--- src/rtl/ncpu32k_bpu_bht.sv ---
// ncpu32k_bpu_bht
//   Dynamic branch predictor for relative jumps. A table of 2-bit saturating
//   counters is indexed by the low word-PC bits, optionally XORed with a
//   global history register (gshare). Lookups are answered one cycle after
//   the strobe. The writeback stage trains the table with resolved outcomes.
//   After reset the table is swept to "weakly not-taken", one entry per cycle.
//
// Ports
//   clk, rst            clock and synchronous active-high reset
//   bpu_ready           table initialised; lookups and updates are honoured
//   bpu_rd              lookup strobe
//   bpu_insn_pc         word PC of the looked-up instruction
//   bpu_jmprel          looked-up instruction is a relative jump
//   bpu_jmprel_taken    prediction, valid the cycle after bpu_rd
//   bpu_pred_idx        table index behind the prediction, carried down the pipe
//   bpu_wb              writeback strobe
//   bpu_wb_jmprel       written-back instruction is a relative jump
//   bpu_wb_idx          bpu_pred_idx that travelled with that instruction
//   bpu_wb_taken        resolved branch outcome
module ncpu32k_bpu_bht #(
  parameter string BPU_JMPREL_STRATEGY = "bht",
  parameter int    BHT_AW              = 6,
  parameter int    GHR_W               = 0,
  parameter int    NCPU_AW             = 32
) (
  input  logic              clk,
  input  logic              rst,
  output logic              bpu_ready,
  input  logic              bpu_rd,
  input  logic [NCPU_AW-3:0] bpu_insn_pc,
  input  logic              bpu_jmprel,
  output logic              bpu_jmprel_taken,
  output logic [BHT_AW-1:0] bpu_pred_idx,
  input  logic              bpu_wb,
  input  logic              bpu_wb_jmprel,
  input  logic [BHT_AW-1:0] bpu_wb_idx,
  input  logic              bpu_wb_taken
);

  localparam int BHT_N  = 1 << BHT_AW;
  // Keep the history register at least one bit wide so the bimodal
  // configuration still elaborates; its contribution is masked off.
  localparam int GHR_EW = (GHR_W > 0) ? GHR_W : 1;
  localparam bit STRAT_BHT = (BPU_JMPREL_STRATEGY == "bht");
  localparam bit STRAT_AT  = (BPU_JMPREL_STRATEGY == "always_taken");

  typedef enum logic {
    S_INIT,
    S_RUN
  } state_t;

  state_t            state_q, state_d;
  logic [BHT_AW-1:0] cnt_q, cnt_d;
  logic [GHR_EW-1:0] ghr_q, ghr_d;
  logic              taken_q, taken_d;
  logic [BHT_AW-1:0] pred_idx_q, pred_idx_d;

  logic [1:0]        bht_q [BHT_N];

  logic              wr_en;
  logic [BHT_AW-1:0] wr_idx;
  logic [1:0]        wr_data;

  logic [BHT_AW-1:0] ghr_ext;
  logic [BHT_AW-1:0] lk_idx;
  logic              wb_fire;
  logic [1:0]        wb_cur;
  logic [1:0]        wb_new;
  logic              lk_hi;
  logic [GHR_EW:0]   ghr_shift;

  logic              unused_pc_hi;
  assign unused_pc_hi = ^bpu_insn_pc[NCPU_AW-3:BHT_AW];

  assign bpu_ready        = (state_q == S_RUN);
  assign bpu_jmprel_taken = taken_q;
  assign bpu_pred_idx     = pred_idx_q;

  // Lookup index, training arithmetic and the same-cycle bypass. The lookup
  // sees the history as it stood before this cycle's writeback shifts it.
  always_comb begin
    ghr_ext = '0;
    if (GHR_W > 0) ghr_ext = BHT_AW'(ghr_q);
    lk_idx  = bpu_insn_pc[BHT_AW-1:0] ^ ghr_ext;

    wb_fire = bpu_wb & bpu_wb_jmprel & bpu_ready;
    wb_cur  = bht_q[bpu_wb_idx];
    if (bpu_wb_taken) wb_new = (wb_cur == 2'b11) ? 2'b11 : wb_cur + 2'b01;
    else              wb_new = (wb_cur == 2'b00) ? 2'b00 : wb_cur - 2'b01;

    if (wb_fire && (bpu_wb_idx == lk_idx)) lk_hi = wb_new[1];
    else                                   lk_hi = bht_q[lk_idx][1];
  end

  // Init sweep / run FSM and the single table write port. The sweep owns the
  // port during INIT; afterwards only training writes use it. Static
  // strategies never touch the table but still sweep so ready timing matches.
  always_comb begin
    state_d = state_q;
    cnt_d   = cnt_q;
    wr_en   = 1'b0;
    wr_idx  = bpu_wb_idx;
    wr_data = wb_new;
    case (state_q)
      S_INIT: begin
        wr_en   = STRAT_BHT;
        wr_idx  = cnt_q;
        wr_data = 2'b01;
        cnt_d   = cnt_q + 1'b1;
        if (cnt_q == '1) state_d = S_RUN;
      end
      S_RUN: begin
        wr_en = STRAT_BHT & wb_fire;
      end
      default: state_d = S_INIT;
    endcase
    if (rst) wr_en = 1'b0;
  end

  // Global history shifts in each resolved relative-jump outcome.
  always_comb begin
    ghr_shift = {ghr_q, bpu_wb_taken};
    ghr_d     = ghr_q;
    if (wb_fire) ghr_d = ghr_shift[GHR_EW-1:0];
  end

  // Prediction outputs only change on an honoured lookup; otherwise they hold.
  always_comb begin
    taken_d    = taken_q;
    pred_idx_d = pred_idx_q;
    if (bpu_rd && bpu_ready) begin
      pred_idx_d = lk_idx;
      if (STRAT_BHT)     taken_d = bpu_jmprel & lk_hi;
      else if (STRAT_AT) taken_d = bpu_jmprel;
      else               taken_d = 1'b0;
    end
  end

  always_ff @(posedge clk) begin
    if (rst) begin
      state_q    <= S_INIT;
      cnt_q      <= '0;
      ghr_q      <= '0;
      taken_q    <= 1'b0;
      pred_idx_q <= '0;
    end else begin
      state_q    <= state_d;
      cnt_q      <= cnt_d;
      ghr_q      <= ghr_d;
      taken_q    <= taken_d;
      pred_idx_q <= pred_idx_d;
    end
  end

  // Counter storage carries no reset; the INIT sweep establishes its contents.
  always_ff @(posedge clk) begin
    if (wr_en) bht_q[wr_idx] <= wr_data;
  end

endmodule

--- config.mk ---
export PLATFORM = sky130hd
export DESIGN_NAME = ncpu32k_bpu_bht
export DESIGN_NICKNAME = d
export VERILOG_FILES = /design/src/rtl/ncpu32k_bpu_bht.sv
export SDC_FILE = /design/constraint.sdc
export NUM_CORES = 1
export LEC_CHECK = 0
export CAP_MARGIN = 20
export CORE_MARGIN = 1.5
export CORE_UTILIZATION = 35
export DETAILED_ROUTE_END_ITERATION = 16
export HOLD_SLACK_MARGIN = 0.03
export MAX_ROUTING_LAYER = met4
export PLACE_DENSITY = 0.51
export SETUP_SLACK_MARGIN = 0.4
export SLEW_MARGIN = 20
export SYNTH_ARGS = -nofsm -noshare
export SYNTH_HDL_FRONTEND = slang
export SYNTH_SLANG_ARGS = --single-unit
--- constraint.sdc ---
create_clock -name clk -period 5.8 [get_ports clk]
set_clock_uncertainty 0.15 [all_clocks]
set_input_delay 1.16 -clock clk [delete_from_list [all_inputs] [get_ports clk]]
set_output_delay 1.16 -clock clk [all_outputs]
set_load 0.005 [all_outputs]
Yosys cells after proc, flatten, opt, wreduce, memory -nomap -nowiden. Memories as Yosys holds them, arrays and structs flattened. Cells that the tools add are included.

Word-level logic and storage cells: 30. Memories kept: 1. Register bits after elaboration: 14. Output and inout bits: 8. Bits in writable memories: 128.

Memories: bht_q (words 64, width 2, read ports 2, clocked after Yosys merged registers in 0, write ports 1, line 58) `logic [1:0] bht_q [BHT_N];`.

Equality and inequality tests: 3. Bitwise logic cells: 4. Mux-type cells: 12. $add $sub $neg: 3. Reduce and logical (&&, ||, !) cells: 3.

Operators with widths (number): $mux 2 (4); $add 6x1->6 const B (1); $eq 6x6->1 (1); $eq 6x6->1 const B (1); $mux 1 (6); $mux 6 (1); $and 1x1->1 (3); $add 2x1->2 const B (1); $eq 2x2->1 const B (1); $logic_and 1x1->1 (2); $logic_not 2->1 (1); $pmux 1 s2 (1); $sub 2x1->2 const B (1); $not 1->1 (1).

Longest topological paths before layout.
Depth after elaboration: 6. Mapped depth: 11. Gate-level depth less buffers: 7.

Worst setup path after synthesis. Ideal clock, no wire load.

Path type: input to register. From: in bpu_wb_idx[0]. To: mem bht_q[0][0], data pin. Data arrival time: 4.221 ns. Library setup time: 0.518 ns. Stages on the path: 10. Slack: 0.911 ns. Cells stage by stage: buf_6 > buf_12 > buf_6 > buf_6 > a2111oi_1 > a311oi_1 > a211oi_1 > mux2_2 > a21oi_1 > o21ai_1.

Longest elaborated chain between the ends: 5. Elaborated cells on any way between the ends: 9. Classes of those cells: add/sub: 2; eq/ne: 1; mux: 4; reduce/logical: 1; memory: 1.

Ends and longest elaborated chain: start: declaration (line 36) `input logic [BHT_AW-1:0] bpu_wb_idx,`; $mem_v2 64x2 *; $sub 2x1->2, or another cell as far along (line 89) `else wb_new = (wb_cur == 2'b00) ? 2'b00 : wb_cur - 2'b01;`; $mux 2, on equally long branches (line 89, 88); $mux 2 * (line 88) `if (bpu_wb_taken) wb_new = (wb_cur == 2'b11) ? 2'b11 : wb_cur + 2'b01;`; $mux 2 * (line 104) `case (state_q)`; named net wr_data[0] (line 62) `logic [1:0] wr_data;`; end: declaration (line 58).

The timed path passes the listed nets; every way through them passes the cells marked *.

Final worst setup path.
From: in bpu_wb_idx[1]. To: mem bht_q[54][1], data pin.

The elaborated chain is that of the path after synthesis.

==> results.sh <==
export IMPL_synth_mux_area_frac=0.163
export IMPL_drt_initial_drc_count=420
export IMPL_power_mw=2.35
export IMPL_dpl_hpwl_um=11900
export IMPL_synthFlopType="edfxtp_1"
export IMPL_routed_via_count=4338
export IMPL_dieHeight_um=142
export IMPL_grt_ovfl_total=0
export IMPL_num_rows=50
export IMPL_ys_warn_count=0
export IMPL_synth_simple_area_share=0.107
export IMPL_syn_area_um2=6800
export IMPL_syn_avg_cell_area_um2=13.7
export IMPL_cts_setup_buffers=0
export IMPL_max_slew_margin=0.359
export IMPL_tns_ns=0
export IMPL_path_cells="clkdlybuf4s50_1, nor2b_1, a221oi_1, a221oi_1, o31ai_1, maj3_2, and2_4"
export IMPL_cts_clk_slew_worst_paths_ns=0.06
export IMPL_seqCellArea_um2=4120
export IMPL_hold_end="bpu_pred_idx[3]$_SDFFE_PP0P_"
export IMPL_grt_max_degree=65
export IMPL_cp_start_kind="input pin"
export IMPL_cp_slowest_stage_delay_ns=0.75
export IMPL_clock_latency_ns=0.42
export IMPL_port_buffer_count=26
export IMPL_nNetsFinal=570
export IMPL_fill_cells=1787
export IMPL_hold_buffers=0
export IMPL_clockBufferDepth=2
export IMPL_cts_sinks=142
export IMPL_htree_levels=4
export IMPL_postRouteAntennaNets=0
export IMPL_finalSetupViolCount=0
export IMPL_start_util=0.360
export IMPL_wl_per_cell_um=21.7
export IMPL_sequentialPowerShare=0.471
export IMPL_max_freq_mhz=231
export IMPL_wl_um=17400
export IMPL_synth_most_common_cell="edfxtp_1"
export IMPL_irDropWorstVdd_uv=189
export IMPL_worstHoldStart="bpu_pred_idx[3]$_SDFFE_PP0P_"
export IMPL_sw_frac_of_total=0.229
export IMPL_dr_pass1_iters=5
export IMPL_min_period_ns=4.34
export IMPL_cap_violations=0
export IMPL_globalplace_congestion=0.831
export IMPL_rsz0062_at_grt="no"
export IMPL_drv_slew=0
export IMPL_cp_arrival_ns=4.26
export IMPL_syn_num_nets=541
export IMPL_multi_input_area_um2=2490
export IMPL_syn2layout_area_growth_pct=16.1
export IMPL_synth_common_cells="edfxtp_1 (128), nor2_1 (85), mux2i_1 (48), nand2_1 (42), mux4_2 (26)"
export IMPL_crit_path_end_kind="flip-flop"
export IMPL_hold_path_depth=2
export IMPL_diodes=0
export IMPL_die_w_um=142
export IMPL_seq_area_frac_synth=0.606
export IMPL_path_common_cell="a221oi_1"
export IMPL_r2r_end="bht_q[54][1]$_DFFE_PP_"
export IMPL_path_max_fanout=64
export IMPL_core_um2=18900
export IMPL_synth_seq_cells=142
export IMPL_gr_usage_all_layers=0.187
export IMPL_grt_pass1_vias=4327
export IMPL_avgViaCountPerCell=5.43
export IMPL_hold_viol=0
export IMPL_numCtsBuffers=17
export IMPL_slowest_stage="clkdlybuf4s50_1"
export IMPL_hp_class="reg2reg"
export IMPL_power_leakage_nw=2.65
export IMPL_synth_compound_area_frac=0.0767
export IMPL_synth_adder_area_share=0.00349
export IMPL_period_share=0.747
export IMPL_antenna_found_initial=0
export IMPL_drive_gt1_frac=0.150
export IMPL_io_pins=51
export IMPL_cts_resized=0
export IMPL_tightest_slew_ns=0.959
export IMPL_cts_tree="yes"
export IMPL_synth_top_area_frac=0.565
export IMPL_dieArea_um2=20300
export IMPL_p_sw_mw=0.538
export IMPL_async_flop_share=0
export IMPL_yosysTopAreaCell="edfxtp_1"
export IMPL_clockRootBuffer="clkbuf_16"
export IMPL_grt_pass1_wl_um=26400
export IMPL_final_core_util=0.418
export IMPL_ys_top_cells_by_area="edfxtp_1 (56%), mux4_2 (8.6%), mux2i_1 (7.1%), nor2_1 (4.7%), dfxtp_1 (4.1%)"
export IMPL_pwr_share_comb=0.069
export IMPL_synth_edf_count=128
export IMPL_r2r_slack_ns=2.88
export IMPL_rr_worst_depth=7
export IMPL_drc=0
export IMPL_cellInternalPower_mw=1.81
export IMPL_worst_ep_required_time_ns=5.73
export IMPL_yosysUniqueCellTypes=52
export IMPL_synth_xor_area_frac=0.0129
export IMPL_synthCells=497
export IMPL_path_class="in2reg"
export IMPL_power_density_nw_per_um2=297
export IMPL_p_clk_frac=0.460
export IMPL_synth_top_family_by_area="multiplexers"
export IMPL_worstReg2RegStart="bht_q[25][1]$_DFFE_PP_"
export IMPL_status="finished, final reports clean"
-- power by group through the flow --
stage	registers [mW]	logic [mW]	clock network [mW]
after CTS	1.11	0.162	1.10
after global placement	1.13	0.161	0
after global routing	1.11	0.174	1.14
after detailed placement	1.13	0.161	0
final	1.11	0.161	1.08
after floorplan	1.13	0.111	0
-- worst max-delay path, delay by kind of cell --
family,cells,cell delay (ns)
buffers and inverters,1,0.75
and+or+nand+nor,2,1.10
adders and majority gates,1,0.35
AOI/OAI and AO/OA,3,0.86
-- cells in the final DEF, fill, tap and decap left out, types with 11 or more instances in the layout --
cell type	n
dfxtp_1	14
a21oi_1	15
edfxtp_1	128
nand2_1	42
a221oi_1	11
nor2b_1	12
clkdlybuf4s50_1	25
mux2i_1	48
nor2_1	85
buf_4	13
mux4_2	26
clkbuf_16	17
-- metrics by stage --
step	setup slack, ns	hold slack [ns]	cells	instance area, um^2
2_1_floorplan	0.911	0.303	497	6800
3_3_place_gp	0.798	0.293	767	7310
3_5_place_dp	0.691	0.296	767	7310
4_1_cts	1.13	0.305	799	7900
5_1_grt	1.23	0.331	799	7900
6_report	1.46	0.301	799	7900
-- logic make-up (layout without fill, tap and decap cells) --
| family | after synthesis | after routing |
|---|---|---|
| AO/OA/AOI/OAI | 67 | 67 |
| XOR/XNOR | 10 | 10 |
| adder cells (fa/ha/maj) | 2 | 2 |
| buffers and inverters | 30 | 72 |
| flip-flops | 142 | 142 |
| multiplexers | 78 | 78 |
| AND/OR/NAND/NOR | 168 | 168 |
-- flip-flops by register name, indices dropped and copies added (netlist names) --
signal            count
bpu_jmprel_taken      1
bpu_ready             1
bpu_pred_idx          6
bht_q               128
cnt_q                 6
-- how the worst max path moves through the flow --
stage | cells after the start | end | startpoint | slack (ns)
after floorplan | 10 | bht_q[0][0]$_DFFE_PP_ | bpu_wb_idx[0] | 0.91
after global placement | 8 | bht_q[0][1]$_DFFE_PP_ | bpu_wb_idx[1] | 0.80
after detailed placement | 8 | bht_q[8][1]$_DFFE_PP_ | bpu_wb_idx[1] | 0.69
after CTS | 8 | bht_q[8][1]$_DFFE_PP_ | bpu_wb_idx[1] | 1.13
after global routing | 9 | bht_q[60][0]$_DFFE_PP_ | bpu_wb_idx[1] | 1.23
final | 7 | bht_q[54][1]$_DFFE_PP_ | bpu_wb_idx[1] | 1.46
-- per-layer routing --
metal / wire [um] / up-vias / GRT usage
met5: 0 / - / -
met4: 412 / 0 / 0.0711
met3: 908 / 31 / 0.0370
met2: 8480 / 153 / 0.298
met1: 7550 / 2184 / 0.237
li1: - / 1970 / -
-- final cells by class --
type,instances,share of cell area
flip-flops and latches,142,0.522
multi-input cells,325,0.315
clock buffers,17,0.0539
repair buffers,39,0.0466
well taps,260,0.0412
clock inverters,15,0.0209
inverters,1,0.000475
(Power assumes the default switching activity.)
==> patch, RTL diff (same flow settings) <==
Register the output `bpu_pred_idx` once more, with the module's reset; this adds one clock of latency there. The other outputs are not delayed to match.
--- a/src/rtl/ncpu32k_bpu_bht.sv
+++ b/src/rtl/ncpu32k_bpu_bht.sv
@@ -74,7 +74,13 @@
 
   assign bpu_ready        = (state_q == S_RUN);
   assign bpu_jmprel_taken = taken_q;
-  assign bpu_pred_idx     = pred_idx_q;
+  always_ff @(posedge clk) begin
+    if (rst) begin
+      bpu_pred_idx <= '0;
+    end else begin
+      bpu_pred_idx <= pred_idx_q;
+    end
+  end
 
   // Lookup index, training arithmetic and the same-cycle bypass. The lookup
   // sees the history as it stood before this cycle's writeback shifts it.
Formal check against the unedited RTL: no difference found for any inputs over 10 cycles, from zero or initial values and one cycle with rst high; that may be too few to reach the edited logic, so the function may still have changed.
==> patch against the unedited design <==
Total power rose by 2.5%. Utilization fell by 0.92 points. Critical endpoint is now bht_q[28][1]. Via count fell by 8.2%. Final area rose by 0.43%. Sequential cell count rose by 6. Worst setup slack got worse by 0.14 ns. Synthesized area rose by 1.2%. Critical path type unchanged. Die area rose by 1.2%. Routed wire length fell by 6.1%. Final cell count fell by 5.0%. Largest power group unchanged.
==> patch: results (changes against the unedited design) <==
metric,value,unit,change
Total Routing Usage GR,17.61,%,-1.1 points
WL/cell,21.46,um,-1.2%
1st-iter DRT viols,325,,-23%
Seq pwr share,47.7,%,+0.6 points
Finished Layout Cells,759,,-5.0%
worst hold slack,0.3004,ns,-0.0005440 ns
vias per cell,5.246,,-3.4%
Worst Hold Launch,pred_idx_q[3],,
crit path to,bht_q[28][1],,
area occupied by multi-input gates,2415,sq um,-2.9%
vias in the first global route,4095,,-5.4%
DP Area,7317,sq um,+0.15%
setup ws final,1.320,ns,-0.1447 ns
status,completed,,
Worst VDD drop,0.1633,mV,-14%
R2R setup slack,2.62,ns,-0.26 ns
worst r2r src,bht_q[27][1],,
Hold EP,pred_idx_q[3],,
syn nets,497,,-8.1%
crit-path max cell delay,0.98,ns,+0.23 ns
LEAKAGE,2.620,nW,-1.1%
number of fill cells,1791,,+0.22%
CP max FO,36,,-44%
n_taps,265,,+1.9%
fraction of layout cells with a size suffix above 1,18.02,%,+3.0 points
data arrival time of the critical path,4.48,ns,+0.22 ns
Seq/total area,53.51,%,+1.3 points
area growth from synthesis to layout,15.19,%,
Reg2Reg Depth,8,,+1
PnR Total Power,2.405,mW,+2.5%
-- patch: cell types whose count changed after synthesis, moves of 5 or more --
| cell | delta |
|---|---|
| a221oi_1 | -11 |
| a22o_1 | -7 |
| mux4_1 | +10 |
| nand2_1 | -8 |
| mux4_2 | +11 |
| dfxtp_1 | +6 |
| mux2i_1 | -34 |
| clkbuf_1 | -5 |
| clkbuf_8 | +5 |
| buf_2 | -6 |
-- patch: kinds of logic after synthesis --
kind of cell,Yosys count,synth area share (%)
and+or+nand+nor,159,10.34
xor gates and xnor gates,10,1.272
buffers and inverters,27,3.471
muxes,64,18.64
DFF,148,61.64
AOI/OAI and AO/OA,43,4.289
adders and majority gates,2,0.3452
-- patch: metal layers --
layer	routed length (um)	GRT usage, %	vias up
met5	0	-	-
met4	273	6.606	0
met3	671	3.119	19
met2	7997	28.02	111
met1	7347	22.62	2027
li1	-	-	1825
-- patch: worst min-delay path, cell delays in order, from the launching register on --
cell and delay [ns]:
dfxtp_1 0.30, nand2_1 0.05, a21oi_1 0.05
